**config.mk**
```make
export PLATFORM = sky130hd
export DESIGN_NAME = decode_stage
export DESIGN_NICKNAME = d
export VERILOG_FILES = /design/src/rtl/decode_pkg.sv /design/src/rtl/decode_fields.sv /design/src/rtl/decode_stage.sv
export SDC_FILE = /design/constraint.sdc
export NUM_CORES = 1
export LEC_CHECK = 0
export CAP_MARGIN = 25
export CORE_AREA = 2 2 147 149
export CTS_BUF_LIST = sky130_fd_sc_hd__clkbuf_2 sky130_fd_sc_hd__clkbuf_4 sky130_fd_sc_hd__clkbuf_8
export DETAILED_ROUTE_END_ITERATION = 12
export DIE_AREA = 0 0 149 151
export GPL_TIMING_DRIVEN = 0
export MAX_ROUTING_LAYER = met4
export PLACE_DENSITY = 0.95
export RECOVER_POWER = 50
export SLEW_MARGIN = 25
export SYNTH_ARGS = -nofsm -noshare
export SYNTH_HDL_FRONTEND = slang
export SYNTH_SLANG_ARGS = --single-unit
```
**constraint.sdc**
```tcl
create_clock -name clk -period 20.5 [get_ports clk]
set_clock_uncertainty 0.2 [all_clocks]
set_input_delay 4.1 -clock clk [delete_from_list [all_inputs] [get_ports clk]]
set_output_delay 4.1 -clock clk [all_outputs]
set_load 0.01 [all_outputs]
```
**src/rtl/decode_pkg.sv**
```systemverilog
// Shared opcode constants, immediate-select enum and decoded-entry struct for
// the decode stage. Decoding is done at 64 bits and truncated to XLEN by users.
package decode_pkg;

  localparam logic [6:0] OPC_LOAD      = 7'b0000011;
  localparam logic [6:0] OPC_MISC_MEM  = 7'b0001111;
  localparam logic [6:0] OPC_OP_IMM    = 7'b0010011;
  localparam logic [6:0] OPC_AUIPC     = 7'b0010111;
  localparam logic [6:0] OPC_OP_IMM_32 = 7'b0011011;
  localparam logic [6:0] OPC_STORE     = 7'b0100011;
  localparam logic [6:0] OPC_OP        = 7'b0110011;
  localparam logic [6:0] OPC_LUI       = 7'b0110111;
  localparam logic [6:0] OPC_OP_32     = 7'b0111011;
  localparam logic [6:0] OPC_BRANCH    = 7'b1100011;
  localparam logic [6:0] OPC_JALR      = 7'b1100111;
  localparam logic [6:0] OPC_JAL       = 7'b1101111;
  localparam logic [6:0] OPC_SYSTEM    = 7'b1110011;

  typedef enum logic [2:0] {
    IMM_I, IMM_ISH, IMM_ISHW, IMM_U, IMM_J, IMM_B, IMM_S, IMM_NONE
  } imm_sel_e;

  typedef struct packed {
    logic [63:0] pc;
    logic [4:0]  rs1;
    logic [4:0]  rs2;
    logic [4:0]  rd;
    logic [6:0]  opcode;
    logic [2:0]  func3;
    logic [6:0]  func7;
    logic        arith;
    logic [63:0] imm;
    logic [63:0] zimm;
    logic [11:0] csr_id;
    logic        illegal;
  } decoded_t;

  function automatic imm_sel_e imm_sel_of(input logic [31:0] instr);
    logic is_shift;
    is_shift = (instr[14:12] == 3'b001) || (instr[14:12] == 3'b101);
    case (instr[6:0])
      OPC_LOAD, OPC_JALR: imm_sel_of = IMM_I;
      OPC_OP_IMM:         imm_sel_of = is_shift ? IMM_ISH : IMM_I;
      OPC_OP_IMM_32:      imm_sel_of = is_shift ? IMM_ISHW : IMM_I;
      OPC_LUI, OPC_AUIPC: imm_sel_of = IMM_U;
      OPC_JAL:            imm_sel_of = IMM_J;
      OPC_BRANCH:         imm_sel_of = IMM_B;
      OPC_STORE:          imm_sel_of = IMM_S;
      default:            imm_sel_of = IMM_NONE;
    endcase
  endfunction

  // U immediate is kept unshifted; downstream adds the <<12 where needed.
  function automatic logic [63:0] imm_of(input imm_sel_e sel, input logic [31:0] instr,
                                         input int xlen);
    case (sel)
      IMM_I:    imm_of = {{52{instr[31]}}, instr[31:20]};
      IMM_ISH:  imm_of = (xlen == 64) ? {58'b0, instr[25:20]} : {59'b0, instr[24:20]};
      IMM_ISHW: imm_of = {59'b0, instr[24:20]};
      IMM_U:    imm_of = {{44{instr[31]}}, instr[31:12]};
      IMM_J:    imm_of = {{43{instr[31]}}, instr[31], instr[19:12], instr[20], instr[30:21], 1'b0};
      IMM_B:    imm_of = {{51{instr[31]}}, instr[31], instr[7], instr[30:25], instr[11:8], 1'b0};
      IMM_S:    imm_of = {{52{instr[31]}}, instr[31:25], instr[11:7]};
      default:  imm_of = 64'b0;
    endcase
  endfunction

  function automatic logic illegal_of(input logic [31:0] instr, input int xlen,
                                      input logic has_m);
    logic [6:0] opc;
    logic       bad;
    opc = instr[6:0];
    bad = (instr[1:0] != 2'b11);
    case (opc)
      OPC_LOAD, OPC_MISC_MEM, OPC_OP_IMM, OPC_AUIPC, OPC_OP_IMM_32, OPC_STORE, OPC_OP,
      OPC_LUI, OPC_OP_32, OPC_BRANCH, OPC_JALR, OPC_JAL, OPC_SYSTEM: ;
      default: bad = 1'b1;
    endcase
    if (xlen == 32 && (opc == OPC_OP_IMM_32 || opc == OPC_OP_32)) bad = 1'b1;
    if (xlen == 32 && opc == OPC_OP_IMM && instr[13:12] == 2'b01 && instr[25]) bad = 1'b1;
    if ((opc == OPC_OP || opc == OPC_OP_32) &&
        !(instr[31:25] == 7'b0000000 || instr[31:25] == 7'b0100000 ||
          (has_m && instr[31:25] == 7'b0000001)))
      bad = 1'b1;
    illegal_of = bad;
  endfunction

  function automatic decoded_t decode(input logic [31:0] instr, input logic [63:0] pc,
                                      input int xlen, input logic has_m);
    decoded_t d;
    d.pc      = pc;
    d.rs1     = instr[19:15];
    d.rs2     = instr[24:20];
    d.rd      = instr[11:7];
    d.opcode  = instr[6:0];
    d.func3   = instr[14:12];
    d.func7   = instr[31:25];
    d.arith   = instr[30];
    d.imm     = imm_of(imm_sel_of(instr), instr, xlen);
    d.zimm    = {59'b0, instr[19:15]};
    d.csr_id  = instr[31:20];
    d.illegal = illegal_of(instr, xlen, has_m);
    decode    = d;
  endfunction

endpackage

```
**src/rtl/decode_fields.sv**
```systemverilog
// Purely combinational field extraction for one instruction word.
module decode_fields
  import decode_pkg::*;
#(
  parameter int XLEN  = 64,
  parameter bit HAS_M = 1'b1
) (
  input  logic [31:0]     instr_i,
  input  logic [XLEN-1:0] pc_i,
  output decoded_t        dec_o
);

  always_comb begin
    dec_o = decode(instr_i, 64'(pc_i), XLEN, HAS_M);
  end

endmodule

```
**src/rtl/decode_stage.sv**
```systemverilog
// Registered decode stage: decodes {pc, instr} on push and holds entries in a
// small in-order queue; outputs come only from storage.
module decode_stage
  import decode_pkg::*;
#(
  parameter int XLEN  = 64,
  parameter int DEPTH = 2,
  parameter bit HAS_M = 1'b1
) (
  input  logic            clk,
  input  logic            rst_n,
  input  logic            flush,
  input  logic            in_valid,
  output logic            in_ready,
  input  logic [31:0]     in_instr,
  input  logic [XLEN-1:0] in_pc,
  output logic            out_valid,
  input  logic            out_ready,
  output logic [XLEN-1:0] out_pc,
  output logic [4:0]      out_rs1,
  output logic [4:0]      out_rs2,
  output logic [4:0]      out_rd,
  output logic [6:0]      out_opcode,
  output logic [2:0]      out_func3,
  output logic [6:0]      out_func7,
  output logic            out_arith,
  output logic [XLEN-1:0] out_imm,
  output logic [XLEN-1:0] out_zimm,
  output logic [11:0]     out_csr_id,
  output logic            out_illegal
);

  localparam int PW = $clog2(DEPTH);
  localparam int CW = PW + 1;

  decoded_t        dec;
  decoded_t        mem_q [DEPTH];
  decoded_t        head;
  logic [PW-1:0]   wr_ptr_q, wr_ptr_d;
  logic [PW-1:0]   rd_ptr_q, rd_ptr_d;
  logic [CW-1:0]   count_q, count_d;
  logic            push, pop;

  decode_fields #(.XLEN(XLEN), .HAS_M(HAS_M)) u_fields (
    .instr_i (in_instr),
    .pc_i    (in_pc),
    .dec_o   (dec)
  );

  assign in_ready  = (count_q != CW'(DEPTH));
  assign out_valid = (count_q != '0);
  assign push      = in_valid & in_ready & ~flush;
  assign pop       = out_valid & out_ready & ~flush;

  always_comb begin
    wr_ptr_d = wr_ptr_q;
    rd_ptr_d = rd_ptr_q;
    count_d  = count_q;
    if (flush) begin
      wr_ptr_d = '0;
      rd_ptr_d = '0;
      count_d  = '0;
    end else begin
      if (push) wr_ptr_d = wr_ptr_q + PW'(1);
      if (pop)  rd_ptr_d = rd_ptr_q + PW'(1);
      case ({push, pop})
        2'b10:   count_d = count_q + CW'(1);
        2'b01:   count_d = count_q - CW'(1);
        default: count_d = count_q;
      endcase
    end
  end

  always_ff @(posedge clk or negedge rst_n) begin
    if (!rst_n) begin
      wr_ptr_q <= '0;
      rd_ptr_q <= '0;
      count_q  <= '0;
    end else begin
      wr_ptr_q <= wr_ptr_d;
      rd_ptr_q <= rd_ptr_d;
      count_q  <= count_d;
    end
  end

  // Payload needs no reset: outputs are masked whenever the queue is empty.
  always_ff @(posedge clk) begin
    if (push) mem_q[wr_ptr_q] <= dec;
  end

  assign head = out_valid ? mem_q[rd_ptr_q] : '0;

  assign out_pc      = head.pc[XLEN-1:0];
  assign out_rs1     = head.rs1;
  assign out_rs2     = head.rs2;
  assign out_rd      = head.rd;
  assign out_opcode  = head.opcode;
  assign out_func3   = head.func3;
  assign out_func7   = head.func7;
  assign out_arith   = head.arith;
  assign out_imm     = head.imm[XLEN-1:0];
  assign out_zimm    = head.zimm[XLEN-1:0];
  assign out_csr_id  = head.csr_id;
  assign out_illegal = head.illegal;

endmodule
```
* Yosys cells after proc, flatten, opt, wreduce, memory -nomap -nowiden *
Memories as Yosys holds them, arrays and structs flattened.
Index checks and enable logic that the tools add are counted.
W data, S select, Z words.

word-level totals
  register bits after elaboration = 4
  RAM bits = 358
  input port bits = 101
  output and inout bits = 240
  word-level logic and storage cells = 70
  memories = 1

memory list
  name   words  width  rd ports  clocked after Yosys merged registers in  wr ports  line                source
  mem_q  2      179    1         0                                        1         decode_stage.sv:37  decoded_t mem_q [DEPTH];

cells by class
  add/subtract/negate cells = 4
  equality and inequality tests = 27
  muxes and demuxes = 15
  bitwise logic cells = 5
  reduce and logical (&&, ||, !) cells = 15

operators by type and width
  cell                  number
  $pmux W64 S7          1
  $mux W238             1
  $eq A7 B6 Y1 const B  5
  $eq A7 B7 Y1 const B  4
  $eq A7 B5 Y1 const B  3
  $pmux W3 S7           1
  $reduce_or A13 Y1     1
  $eq A3 B3 Y1 const B  4
  $mux W1               9
  $eq A7 B1 Y1 const B  1
  $eq A7 B2 Y1 const B  1
  $eq A7 B4 Y1 const B  1
  $logic_not A7 Y1      1
  $eq A3 B1 Y1 const B  2
  $eq A3 B2 Y1 const B  2
  $reduce_bool A2 Y1    3
  $and A1 B1 Y1         4
  $logic_or A1 B1 Y1    4
  $mux W2               2
  $ne A2 B2 Y1 const B  2
  $pmux W2 S2           1
  $reduce_or A2 Y1      2
  $logic_not A3 Y1      1
  $reduce_bool A3 Y1    1
  8 further kinds       9

* Longest topological paths before layout *
Gate-level depths: netlist of run 1.

  depth after elaboration = 6
  gate-level depth with buffers = 7
  depth with buffers taken out = 5

* Modules after synthesis *
A second synthesis of run 1 with hierarchy kept.

second synthesis, totals
  cells, all modules = 1352
  area total of the unflattened synthesis = 20435.8 um^2

modules (own cells, without submodules)
  module         instances  cells each  area an instance (um^2)  seq. area each (um^2)
  decode_stage   1          1032        18116.1                  14393.8
  decode_fields  1          320         2319.7                   0.0

* Least setup slack after synthesis of run 1 *
OpenSTA, ideal clock, no wires.

  path kind = input to register
  start = input port in_valid
  end = memory mem_q[1][0] in the netlist's numbering, enable pin
  setup time = 0.763 ns
  arrival time = 12.760 ns
  required time = 19.537 ns
  setup slack = 6.777 ns
  stages = 2
  buffers on the path = 0
  cells stage by stage = nand2_1 > nor3b_1

between the ends
  longest elaborated chain between the ends = 4

ends and longest elaborated chain
  element                        line                source
  from (decl)                    decode_stage.sv:13  input logic in_valid,
  $and A1 B1 Y1 (2 in series)    decode_stage.sv:52  assign push = in_valid & in_ready & ~flush;
  $mux W1                        decode_stage.sv:88  if (push) mem_q[wr_ptr_q] <= dec;
  $mux W1 (not written as such)  decode_stage.sv:88
  to (decl)                      decode_stage.sv:37

Every way passes these cells.

* Worst setup path in the final report of run 1 *
  start = register rd_ptr_q
  end = output port out_imm[56]

between the ends
  longest elaborated chain between the ends = 2

ends and longest elaborated chain
  element                 line                source
  from (decl)             decode_stage.sv:40  logic [PW-1:0] rd_ptr_q, rd_ptr_d;
  from (signal assigned)  decode_stage.sv:81  rd_ptr_q <= rd_ptr_d;
  $mem_v2 Z2 W179         n/a
  $mux W238               decode_stage.sv:91  assign head = out_valid ? mem_q[rd_ptr_q] : '0;
  to (decl)               decode_stage.sv:27  output logic [XLEN-1:0] out_imm,

Every way passes these cells.

==> impl_metrics.py, run 1 <==
metrics = {
    "outcome": {
        "status": "complete, no violations",
    },
    "global_route": {
        "grt_use_met1_pct": 25.8,
        "antenna_found_initial": 5,
        "top_usage_layer": "met2",
        "overflow": 0,
        "use_met3_pct": 5.36,
        "track_usage_pct": 23.9,
        "gr-usage-met2_pct": 42.8,
        "grt_start_max_net_pins": 38,
        "grt_pass1_wl_um": 39600,
        "grt_pass1_vias": 7275,
    },
    "pwr": {
        "p_leak_nw": 5.53,
        "p_per_area_nw_per_um2": 78.1,
        "vdd_drop_max_v": 0.0000604,
        "total_power_w": 0.00117,
    },
    "worst_setup_path": {
        "worstPathMaxFanout": 37,
        "path_class": "reg -> out",
        "ff2ff_path_depth": 8,
        "worst_setup_path_end_kind": "primary output",
        "required_ns": 16.20,
        "worstPathArrival_ns": 3.43,
        "critPathLaunchType": "register",
    },
    "synth": {
        "yosysWarnings": 0,
        "synthCells": 747,
        "yosysTopAreaCellShare_pct": 66.5,
        "synth_area_um2": 10700,
        "synth_cell_types": 47,
        "synth_area_leaders": "edfxtp_1 67%, mux2i_1 11%, buf_4 8.5%",
        "synth_edf_count": 236,
        "syn_area_per_cell_um2": 14.3,
        "synth_flop_cell": "edfxtp_1",
        "yosysTopAreaCell": "edfxtp_1",
        "ys_seq_elements": 240,
        "synthArstFlopShare_pct": 1.67,
        "yosysSeqAreaShare_pct": 67.5,
    },
    "place": {
        "dp_hpwl_um": 19700,
        "finalWeightedCongestion": 0.918,
        "place_area_um2": 14300,
        "portBuffers": 281,
    },
    "sta": {
        "setup_violations": 0,
        "setup_tns_ns": 0,
        "drv_slew": 0,
        "fin_crit_ns": 7.73,
        "period_share_pct": 37.7,
        "worst_slew_pin_slew_ns": 1.47,
        "hold_viol": 0,
        "rsz0062_at_grt": "no",
        "fmax_mhz": 129,
        "slew_headroom_pct": 2.10,
    },
    "cts": {
        "cts.reportedPaths.clkPinSlew_ns": 0.05,
        "ctsHtreeMaxLevel": 2,
        "clk_latency_ns": 0.51,
        "cts_buffers": 40,
        "cts_tree": "built",
        "cts_setup_buffers": 0,
        "cts-root-buf": "clkbuf_8",
        "cts_buffer_depth": 3,
        "cts_sinks": 240,
        "cts-resized-gates": 0,
        "cts_hold_buf": 0,
    },
    "run": {
        "drv_cap": 0,
    },
    "floorplan": {
        "core_area_um2": 20800,
        "rows": 53,
        "die-area_um2": 22500,
        "die_x_um": 149,
        "start_util_pct": 51.2,
        "io_pins": 341,
        "die_h_um": 151,
    },
    "layout": {
        "drive_gt1_share_pct": 18.0,
        "fin_area_um2": 15000,
        "final_nets": 1258,
        "synthToLayoutAreaGrowth_pct": 40.4,
        "final_cell_mix": "236 x edfxtp_1, 182 x clkdlybuf4s50_1, 131 x buf_4, 128 x nor2_1, 118 x mux2i_1",
        "final_util_pct": 71.8,
        "final_common_cell": "edfxtp_1",
    },
    "detailed_routing": {
        "dr.first_iter.drc_count": 428,
        "drt_first_pass_iters": 6,
        "wirelength_um": 27100,
        "avgViaCountPerCell": 5.03,
        "antenna_left": 0,
        "wire_per_inst_um": 18.5,
        "via_count": 7354,
        "drcViolationCount": 0,
    },
    "min_path": {
        "min_delay_path_depth": 2,
        "hold_class": "reg -> reg",
    },
}
==> routing by layer <==
layer / wire length [um] / share of wire [%]
met5: 0 / 0
met3: 2110 / 7.8
met4: 892 / 3.3
met2: 14700 / 54
met1: 9390 / 35
==> final timing paths <==
check                           endpoint  slack [ns]       start
setup / recovery             out_imm[56]       12.77    rd_ptr_q
hold / removal                  wr_ptr_q        0.41    wr_ptr_q
setup reg to reg           mem_q[1][129]       16.66  count_q[0]
hold reg to reg                 wr_ptr_q        0.41    wr_ptr_q
max in group asynchronous       rd_ptr_q       16.25       rst_n
min in group asynchronous     count_q[0]        3.67       rst_n
==> metrics by stage <==
step	instances	setup slack, ns	hold WS, ns
2_1_floorplan	805	6.78	0.319
6_report	1463	12.77	0.405
3_3_place_gp	1361	2.17	0.336
3_5_place_dp	1390	13.26	0.404
4_1_cts	1457	12.66	0.420
5_1_grt	1463	12.52	0.449
==> state kept, by name, summed over array words and instances, names as in the netlist <==
register and count:
mem_q 236, rd_ptr_q 1, count_q 2, wr_ptr_q 1
==> layout make-up <==
| cell class | count | area, um^2 |
|---|---|---|
| fillers | 1344 | 5870 |
| flip-flops and latches | 240 | 7190 |
| multi-input cells | 405 | 2590 |
| diodes | 6 | 15.0 |
| inverters | 7 | 26.3 |
| clock inverters | 12 | 60.1 |
| repair buffers | 310 | 3010 |
| well taps | 275 | 344 |
| plain buffers | 153 | 1050 |
| clock buffers | 55 | 669 |
==> power by group <==
part | switching (W) | internal [W] | leakage, nW
Clock | 0.000178 | 0.000210 | 0.381
Combinational | 0.000103 | 0.000109 | 2.91
Sequential | 0.00000518 | 0.000562 | 2.24
==> Yosys cell counts (all sizes together) (2+ instances only) <==
cell type  count
o21ai          6
nor2         129
a211oi         3
a22oi          2
inv            7
or2            3
nand4b         2
a221o          7
xor2           2
nand2         12
or3            2
a21oi         11
a22o           5
nand2b         2
nand3b         2
nor3           5
nor4           3
mux2i        118
dfrtp          4
clkbuf        15
a222oi         4
nand3          4
edfxtp       236
buf          138
nand4          2
a21o           5
o31ai          2
nor3b          4
==> logic make-up (layout without fill, tap and decap cells) <==
logic type | count (synthesis) | count (layout) | synth area share (%)
other | 1 | 65 | 0.0352
muxes | 118 | 118 | 11.1
buffers and inverters | 160 | 537 | 10.3
xor gates and xnor gates | 2 | 2 | 0.164
AOI/OAI and AO/OA | 50 | 50 | 3.70
DFF | 240 | 240 | 67.5
and+or+nand+nor | 176 | 176 | 7.29
==> worst max-delay path, stage by stage, from the launching register on <==
cell             delay, ns
dfrtp_1               0.33
clkbuf_1              0.51
buf_1                 0.63
mux2i_1               0.26
nor2_4                0.27
buf_16                0.22
buf_4                 0.13
clkdlybuf4s50_1       0.54
(Power assumes the default switching activity.)
==> run 2, diff against run 1 <==
Settings changed: CORE_AREA 2 2 147 149 to 2 2 152 154, DIE_AREA 0 0 149 151 to 0 0 154 156, PLACE_DENSITY 0.95 to 0.93.
Clock period 20.5 ns to 7.3 ns, I/O delays scaled along.
==> run 2 against run 1 <==
Effect of this change:
- sequential share of layout area grew 0.11 points
- cell area shrank 0.23%
- hold slack lost 0.031 ns
- register-to-register slack lost 13 ns
- critical path type unchanged
- die area grew 6.8%
- first-iteration DRC count shrank 7.2%
- clock power grew to 2.8 times the previous value
- non-clock buffer count shrank 9
- critical endpoint unchanged
==> impl_metrics.py, run 2 (synthesized netlist as in run 1, its figures left out) <==
metrics = {
    "cts": {
        "cts.reportedPaths.clkPinSlew_ns": 0.06,
        "cts_tree": "built",
        "cts-resized-gates": 0,
        "ctsHtreeMaxLevel": 2,
        "clk_latency_ns": 0.51,
        "cts_setup_buffers": 0,
        "cts_buffer_depth": 3,
        "cts_sinks": 240,
        "cts_hold_buf": 0,
        "cts_buffers": 38,
        "cts-root-buf": "clkbuf_8",
    },
    "sta": {
        "period_share_pct": 69.7,
        "drv_slew": 0,
        "rsz0062_at_grt": "no",
        "slew_headroom_pct": 13.4,
        "hold_ws_ns": 0.375,
        "fin_crit_ns": 5.09,
        "setup_tns_ns": 0,
        "worst_slew_pin_slew_ns": 1.29,
        "setup_violations": 0,
        "hold_viol": 0,
        "fmax_mhz": 197,
    },
    "min_path": {
        "hold_class": "reg -> reg",
        "min_delay_path_depth": 2,
    },
    "global_route": {
        "overflow": 0,
        "antenna_found_initial": 5,
        "grt_pass1_vias": 7086,
        "track_usage_pct": 21.3,
        "grt_pass1_wl_um": 38100,
        "grt_start_max_net_pins": 36,
    },
    "layout": {
        "drive_gt1_share_pct": 17.1,
        "largest_reg_flops": 236,
        "final_nets": 1247,
        "fill_cells": 1518,
        "top_register": "mem_q",
        "synthToLayoutAreaGrowth_pct": 40.1,
        "largest_registers": "mem_q (236), count_q (2)",
        "final_cell_mix": "236 x edfxtp_1, 182 x clkdlybuf4s50_1, 128 x nor2_1, 120 x buf_4, 118 x mux2i_1",
        "final_common_cell": "edfxtp_1",
    },
    "pwr": {
        "p_per_area_nw_per_um2": 219,
        "p_int_w": 0.00248,
        "switching_share_pct": 24.3,
        "p_clk_share_pct": 33.4,
        "p_leak_nw": 5.49,
        "p_seq_share_pct": 48.6,
        "combPwrFrac_pct": 18.0,
        "power_switching_w": 0.000797,
        "vdd_drop_max_v": 0.000150,
    },
    "floorplan": {
        "core_area_um2": 22400,
        "die_h_um": 156,
        "start_util_pct": 47.6,
        "rows": 55,
        "die-area_um2": 24000,
        "die_x_um": 154,
        "io_pins": 341,
    },
    "worst_setup_path": {
        "path_class": "reg -> out",
        "worst_setup_path_end_kind": "primary output",
        "ff2ff_path_depth": 6,
        "worstPathMaxFanout": 35,
        "required_ns": 5.64,
        "critPathLaunchType": "register",
        "worstPathArrival_ns": 3.43,
    },
    "place": {
        "dp_hpwl_um": 19100,
        "finalWeightedCongestion": 0.940,
        "portBuffers": 281,
    },
    "detailed_routing": {
        "dr.first_iter.drc_count": 397,
        "antenna_left": 0,
        "wirelength_um": 25700,
        "via_count": 7194,
        "wire_per_inst_um": 17.6,
        "drt_first_pass_iters": 5,
        "avgViaCountPerCell": 4.92,
        "drcViolationCount": 0,
    },
    "run": {
        "drv_cap": 0,
    },
    "outcome": {
        "status": "complete, no violations",
    },
}
==> run 2: path summary, 6_finish.rpt <==
kind	from	to	slack (ns)
max	rd_ptr_q	out_imm[56]	2.21
min	wr_ptr_q	wr_ptr_q	0.37
max reg2reg	count_q[0]	mem_q[0][114]	3.37
min reg2reg	wr_ptr_q	wr_ptr_q	0.37
max in group asynchronous	rst_n	rd_ptr_q	5.70
min in group asynchronous	rst_n	count_q[0]	1.03
==> run 2: area by class of cell <==
class | instances | area, um^2 | share of cell area, %
antenna | 6 | 15.0 | 0.101
buffer | 153 | 1050 | 7.04
clock buffer | 45 | 576 | 3.86
clock inverter | 20 | 146 | 0.981
inverter | 7 | 26.3 | 0.176
multi-input combinational | 405 | 2600 | 17.4
sequential | 240 | 7190 | 48.2
tap | 285 | 357 | 2.39
timing repair buffer | 301 | 2960 | 19.9
==> run 2: critical path, stage by stage (launching register included) <==
cell	delay, ns
dfrtp_1	0.34
clkbuf_1	0.54
buf_1	0.61
mux2i_1	0.22
nor2_4	0.28
buf_16	0.22
buf_4	0.13
clkdlybuf4s50_1	0.54
==> run 2: per-layer routing <==
metal | global-route usage [%] | routed length, um | vias to the layer above
met5 | - | 0 | -
met4 | 7.92 | 696 | 0
met3 | 5.00 | 1850 | 55
met2 | 38.7 | 13900 | 322
met1 | 22.6 | 9250 | 3459
li1 | - | - | 3358
==> run 2: metrics by stage <==
step / utilization [%] / cells / area [um^2] / setup WS (ns) / total power, W
CTS: 67.3 / 1456 / 15100 / 2.15 / 0.00332
global route: 66.7 / 1461 / 14900 / 2.05 / 0.00340
floorplan: - / 805 / 10900 / 0.385 / 0.00192
global placement: 62.8 / 1371 / 14000 / -2.34 / 0.00221
detailed placement: 64.1 / 1391 / 14300 / 2.71 / 0.00223
finish: 66.7 / 1462 / 14900 / 2.21 / 0.00327
==> run 2: power groups by stage <==
stage / clock network, W / registers (W) / logic (W)
after detailed placement: 0 / 0.00162 / 0.000608
after global placement: 0 / 0.00163 / 0.000576
final: 0.00109 / 0.00159 / 0.000590
after floorplan: 0 / 0.00162 / 0.000296
after CTS: 0.00112 / 0.00159 / 0.000612
after global routing: 0.00118 / 0.00159 / 0.000630
